## src/rtl/ps2_host_tx.sv

```systemverilog
// ps2_host_tx: host-to-device PS/2 command transmitter on the open-drain clk/data pair.
// Inhibits the bus, issues request-to-send, shifts the byte with odd parity, captures the ACK and aborts on timeout.
module ps2_host_tx #(
    parameter int INHIBIT_CYCLES = 5000,
    parameter int TIMEOUT_CYCLES = 750000
) (
    input  logic       clk,
    input  logic       resetn,
    input  logic       ps2_clk_in,
    input  logic       ps2_data_in,
    output logic       ps2_clk_oe,
    output logic       ps2_data_oe,
    input  logic       tx_valid,
    input  logic [7:0] tx_data,
    output logic       tx_ready,
    output logic       busy,
    output logic       tx_done,
    output logic       tx_ack_ok,
    output logic       tx_err
);
    localparam int MAXC = (INHIBIT_CYCLES > TIMEOUT_CYCLES) ? INHIBIT_CYCLES : TIMEOUT_CYCLES;
    localparam int CW = $clog2(MAXC + 1);
    typedef enum logic [2:0] {IDLE, INHIBIT, RTS, SEND, WAIT_IDLE, DONE} state_t;
    state_t        state_q, state_d;
    logic [2:0]    clk_s_q, data_s_q;
    logic [CW-1:0] cnt_q, cnt_d;
    logic [3:0]    bitcnt_q, bitcnt_d;
    logic [8:0]    shift_q, shift_d;
    logic          clk_oe_q, clk_oe_d, data_oe_q, data_oe_d;
    logic          ready_q, ready_d, busy_q, busy_d;
    logic          done_q, done_d, ack_q, ack_d, err_q, err_d;
    logic          fall, data_s;
    assign fall = clk_s_q[2] & ~clk_s_q[1];
    assign data_s = data_s_q[2];
    assign ps2_clk_oe = clk_oe_q;
    assign ps2_data_oe = data_oe_q;
    assign tx_ready = ready_q;
    assign busy = busy_q;
    assign tx_done = done_q;
    assign tx_ack_ok = ack_q;
    assign tx_err = err_q;
    // Synchronizers reset high so a released bus never looks like a falling edge.
    always_ff @(posedge clk or negedge resetn) begin
        if (!resetn) begin
            state_q   <= IDLE;
            clk_s_q   <= 3'b111;
            data_s_q  <= 3'b111;
            cnt_q     <= '0;
            bitcnt_q  <= '0;
            shift_q   <= '0;
            clk_oe_q  <= 1'b0;
            data_oe_q <= 1'b0;
            ready_q   <= 1'b0;
            busy_q    <= 1'b0;
            done_q    <= 1'b0;
            ack_q     <= 1'b0;
            err_q     <= 1'b0;
        end else begin
            state_q   <= state_d;
            clk_s_q   <= {clk_s_q[1:0], ps2_clk_in};
            data_s_q  <= {data_s_q[1:0], ps2_data_in};
            cnt_q     <= cnt_d;
            bitcnt_q  <= bitcnt_d;
            shift_q   <= shift_d;
            clk_oe_q  <= clk_oe_d;
            data_oe_q <= data_oe_d;
            ready_q   <= ready_d;
            busy_q    <= busy_d;
            done_q    <= done_d;
            ack_q     <= ack_d;
            err_q     <= err_d;
        end
    end
    always_comb begin
        state_d   = state_q;
        cnt_d     = cnt_q;
        bitcnt_d  = bitcnt_q;
        shift_d   = shift_q;
        clk_oe_d  = clk_oe_q;
        data_oe_d = data_oe_q;
        ready_d   = ready_q;
        busy_d    = busy_q;
        done_d    = 1'b0;
        ack_d     = ack_q;
        err_d     = err_q;
        unique case (state_q)
            IDLE: begin
                ready_d = 1'b1;
                busy_d  = 1'b0;
                if (tx_valid && ready_q) begin
                    shift_d  = {~^tx_data, tx_data};
                    ready_d  = 1'b0;
                    busy_d   = 1'b1;
                    clk_oe_d = 1'b1;
                    cnt_d    = '0;
                    ack_d    = 1'b0;
                    err_d    = 1'b0;
                    state_d  = INHIBIT;
                end
            end
            INHIBIT: begin
                cnt_d = cnt_q + CW'(1);
                if (cnt_q == CW'(INHIBIT_CYCLES - 1)) begin
                    data_oe_d = 1'b1;
                    state_d   = RTS;
                end
            end
            RTS: begin
                clk_oe_d = 1'b0;
                cnt_d    = '0;
                bitcnt_d = '0;
                state_d  = SEND;
            end
            SEND, WAIT_IDLE: begin
                cnt_d = fall ? '0 : cnt_q + CW'(1);
                if (fall) begin
                    bitcnt_d = (bitcnt_q == 4'd11) ? bitcnt_q : bitcnt_q + 4'd1;
                    // Shifting in ones makes the tenth fall release data as the stop bit.
                    if (state_q == SEND && bitcnt_q < 4'd10) begin
                        data_oe_d = ~shift_q[0];
                        shift_d   = {1'b1, shift_q[8:1]};
                    end else if (state_q == SEND) begin
                        ack_d   = ~data_s;
                        state_d = WAIT_IDLE;
                    end
                end else if (cnt_q == CW'(TIMEOUT_CYCLES - 1)) begin
                    clk_oe_d  = 1'b0;
                    data_oe_d = 1'b0;
                    ack_d     = 1'b0;
                    err_d     = 1'b1;
                    done_d    = 1'b1;
                    state_d   = DONE;
                end else if (state_q == WAIT_IDLE && clk_s_q[2] && data_s) begin
                    done_d  = 1'b1;
                    state_d = DONE;
                end
            end
            DONE: begin
                ready_d = 1'b1;
                busy_d  = 1'b0;
                state_d = IDLE;
            end
            default: state_d = IDLE;
        endcase
    end
endmodule
```

## config.mk

```make
export PLATFORM = sky130hd
export DESIGN_NAME = ps2_host_tx
export DESIGN_NICKNAME = d
export VERILOG_FILES = /design/src/rtl/ps2_host_tx.sv
export SDC_FILE = /design/constraint.sdc
export NUM_CORES = 1
export LEC_CHECK = 0
export CORE_MARGIN = 2
export CORE_UTILIZATION = 35
export CTS_CLUSTER_DIAMETER = 120
export DETAILED_ROUTE_END_ITERATION = 10
export GPL_TIMING_DRIVEN = 0
export HOLD_SLACK_MARGIN = 0.03
export PLACE_DENSITY_LB_ADDON = 0.2
export SLEW_MARGIN = 30
export SYNTH_ARGS = -nofsm -noshare
export SYNTH_HDL_FRONTEND = slang
export SYNTH_SLANG_ARGS = --single-unit
```

## constraint.sdc

```tcl
create_clock -name clk -period 1.9 [get_ports clk]
set_clock_uncertainty 0.1 [all_clocks]
set_input_delay 0.38 -clock clk [delete_from_list [all_inputs] [get_ports clk]]
set_output_delay 0.38 -clock clk [all_outputs]
set_load 0.005 [all_outputs]
```

==> reports/metrics.cfg <==
[worst_hold_path]
hp-class=flop to flop

[outcome]
status=complete, but fails checks
violations=setup timing

[finish]
mostFrequentLayoutCells=dfrtp_1 (41), nor2_1 (32), buf_4 (24)
layout.nets=335
final_core_utilization_pct=47.0
fillers=682
area_growth_pct=29.6
final_common_cell=dfrtp_1
antennaDiodeCount=0
drive_above_1_share_pct=23.7

[yosys]
ys_warn_count=0
syn_avg_cell_area_um2=9.56
yosys_most_used_dff=dfrtp_1
synth_top_area_share_pct=40.9
synth_area_leaders=dfrtp_1 (41%), dfstp_2 (6.0%), nor2_1 (4.9%)
async_flop_share_pct=100
synth_cells=275
ys_types=54
synth_top_area_cell=dfrtp_1
syn_nets=290
synth_seq_cells=49
synth-edff-count=0
synth_area_mm2=0.00263
seq_area_frac_synth_pct=46.9

[die]
dieArea_mm2=0.00822
core_area_mm2=0.00725
io-pin-count=20
die_x_um=90.7
initial_core_util_pct=36.2
die-height_um=90.7
rows=31

[timing]
period_share_pct=101
setup_violations=2
final.setup.tns_ns=-0.0237
rsz0062_at_grt=yes
tightest_slew_ns=0.458
finalWorstSetupSlack_ns=-0.0128
max_freq_mhz=523
period_needed_ns=1.91
hold_violations=0
maxSlewHeadroom_pct=69.3
slew_viol_final=0

[placed_design]
hpwl_mm=4.09
gp_congestion=0.813
numPortBuffers=19

[clock_network]
cts_tree=yes
clkSlewWorstSetupHoldPaths_ns=0.08
htreeDepth=2
root_buffer=clkbuf_8
cts.sinks=49
clk_latency_ns=0.31
clockBufferDepth=2
cts_buffers=5

[worst_setup_path]
critical_path_class=flop to flop
crit_required_ns=2.00
cpPeakStageDelay_ns=0.40
path_max_fanout=6
endpoint_kind=flop
critPathLaunchType=flop
arrival_ns=2.01
critPathSlowestCell=dfrtp_1
cp_cell_sequence=buf_6, or2_4, a211o_4, nor4_4, xnor2_1, nor2_1

[detailed_routing]
ant_nets=0
drt-initial-drc-count=73
drtPass1Iterations=5
via_per_inst=5.15
routed_wl_mm=6.04
drcViolationCount=0
vias=2165
wl_per_cell_um=14.4

[pwr]
p_leak_nw=1.48
p_total_mw=2.81
cellPowerDensity_mw_per_mm2=824
ir_worst_vdd_uv=466

[global_routing]
grt_max_degree=32
grt_antenna_before_repair=0
gr-total-overflow=0
grt_usage_pct=15.2
grt_pass1_vias=2083
grt_first_pass_wirelength_mm=10.0

[flow_run]
maxCapViolCount=0

==> power breakdown <==
group | switching, mW | total (mW) | internal (mW)
clock network | 0.342 | 0.640 | 0.298
logic | 0.296 | 0.713 | 0.417
registers | 0.186 | 1.46 | 1.27
total | 0.824 | 2.81 | 1.98
==> cells by family (layout without fill, tap and decap cells) <==
kind of cell / after synthesis / in the layout / share of synthesized area, %
xor+xnor: 21 / 21 / 7.00
flops: 49 / 49 / 46.9
mux: 9 / 9 / 3.47
simple gates: 115 / 115 / 23.6
compound gates: 60 / 60 / 14.9
buf+inv: 19 / 65 / 3.24
fa+ha+maj: 2 / 2 / 0.952
==> flip-flops by register name (all words and copies together), names as in the netlist <==
register     flops
cnt_q           20
shift_q          9
bitcnt_q         4
clk_s_q          3
data_s_q         3
state_q          3
busy             1
ps2_clk_oe       1
ps2_data_oe      1
tx_ack_ok        1
tx_done          1
tx_err           1
tx_ready         1
==> per-stage QoR <==
stage / setup slack [ns] / hold WS (ns) / std cells / instance area, um2
2_1_floorplan: -0.00158 / -0.0156 / 275 / 2650
3_3_place_gp: -1.15 / 0.247 / 393 / 2960
3_5_place_dp: -0.633 / 0.178 / 394 / 2980
4_1_cts: -0.0132 / 0.262 / 409 / 3270
5_1_grt: -0.110 / 0.266 / 420 / 3410
6_report: -0.0128 / 0.260 / 420 / 3410
==> per-layer routing <==
metal | part of all wire, % | vias up | track usage (%)
met3 | 3.1 | 11 | 3.09
met1 | 48 | 1049 | 20.6
met2 | 47 | 34 | 24.3
li1 | - | 1071 | -
met5 | 0 | - | 0
met4 | 1.5 | 0 | 5.00
==> path summary, 6_finish.rpt <==
check / start / to / slack, ns / cells past startpoint
worst max register to register: state_q[1] / cnt_q[18] / -0.01 / 6
worst min register to register: data_s_q[1] / data_s_q[2] / 0.26 / 0
worst min-delay path: data_s_q[1] / data_s_q[2] / 0.26 / 0
worst max-delay path: state_q[1] / cnt_q[18] / -0.01 / 6
max in group asynchronous: resetn / clk_s_q[2] / 0.82 / 3
min in group asynchronous: resetn / busy / 0.38 / 2
==> cell type report <==
cell class              count  area, um2  area share, %
flip-flops and latches     49       1240           36.3
well taps                  99        124           3.64
multi-input cells         207       1480           43.4
inverters                   6       22.5          0.661
plain buffers               9       77.6           2.28
clock buffers               8       90.1           2.64
repair buffers             42        378           11.1
==> worst max-delay path: cells and delay by family, from the launching register on <==
kind	cells	cell delay [ns]
compound gates	1	0.39
flops	1	0.40
xor+xnor	1	0.15
simple gates	3	0.63
buf+inv	1	0.13
==> Yosys cell counts (2+ instances only) <==
cell type / number
nor4_2: 2
dfrtp_1: 43
o21ai_0: 19
and2_1: 5
xor2_1: 11
o31ai_1: 6
nor4_1: 2
a31oi_1: 2
mux2i_1: 8
nand2_1: 22
and3_1: 3
o211ai_1: 3
ha_1: 2
nand4_1: 8
a32o_1: 2
inv_1: 6
nor2_1: 34
nand3b_1: 3
clkbuf_1: 6
a21oi_1: 10
buf_2: 5
xnor2_1: 10
and4_1: 2
o22ai_1: 3
dfstp_2: 6
nand4b_1: 2
nand2b_1: 3
nor3_1: 3
nor2b_1: 3
o21ai_1: 3
nand3_1: 13
or4_1: 2
a22o_1: 2
==> repair_timing <==
action | 4_1_cts | 5_1_grt
hold buffers | 1 | 0
resized for setup | 30 | 19
hold endpoints to repair | 15 | 0
pin swaps | 7 | 8
buffers inserted | 8 | 13
setup endpoints to repair | 35 | 35
Power figures use the tool's default switching activity.
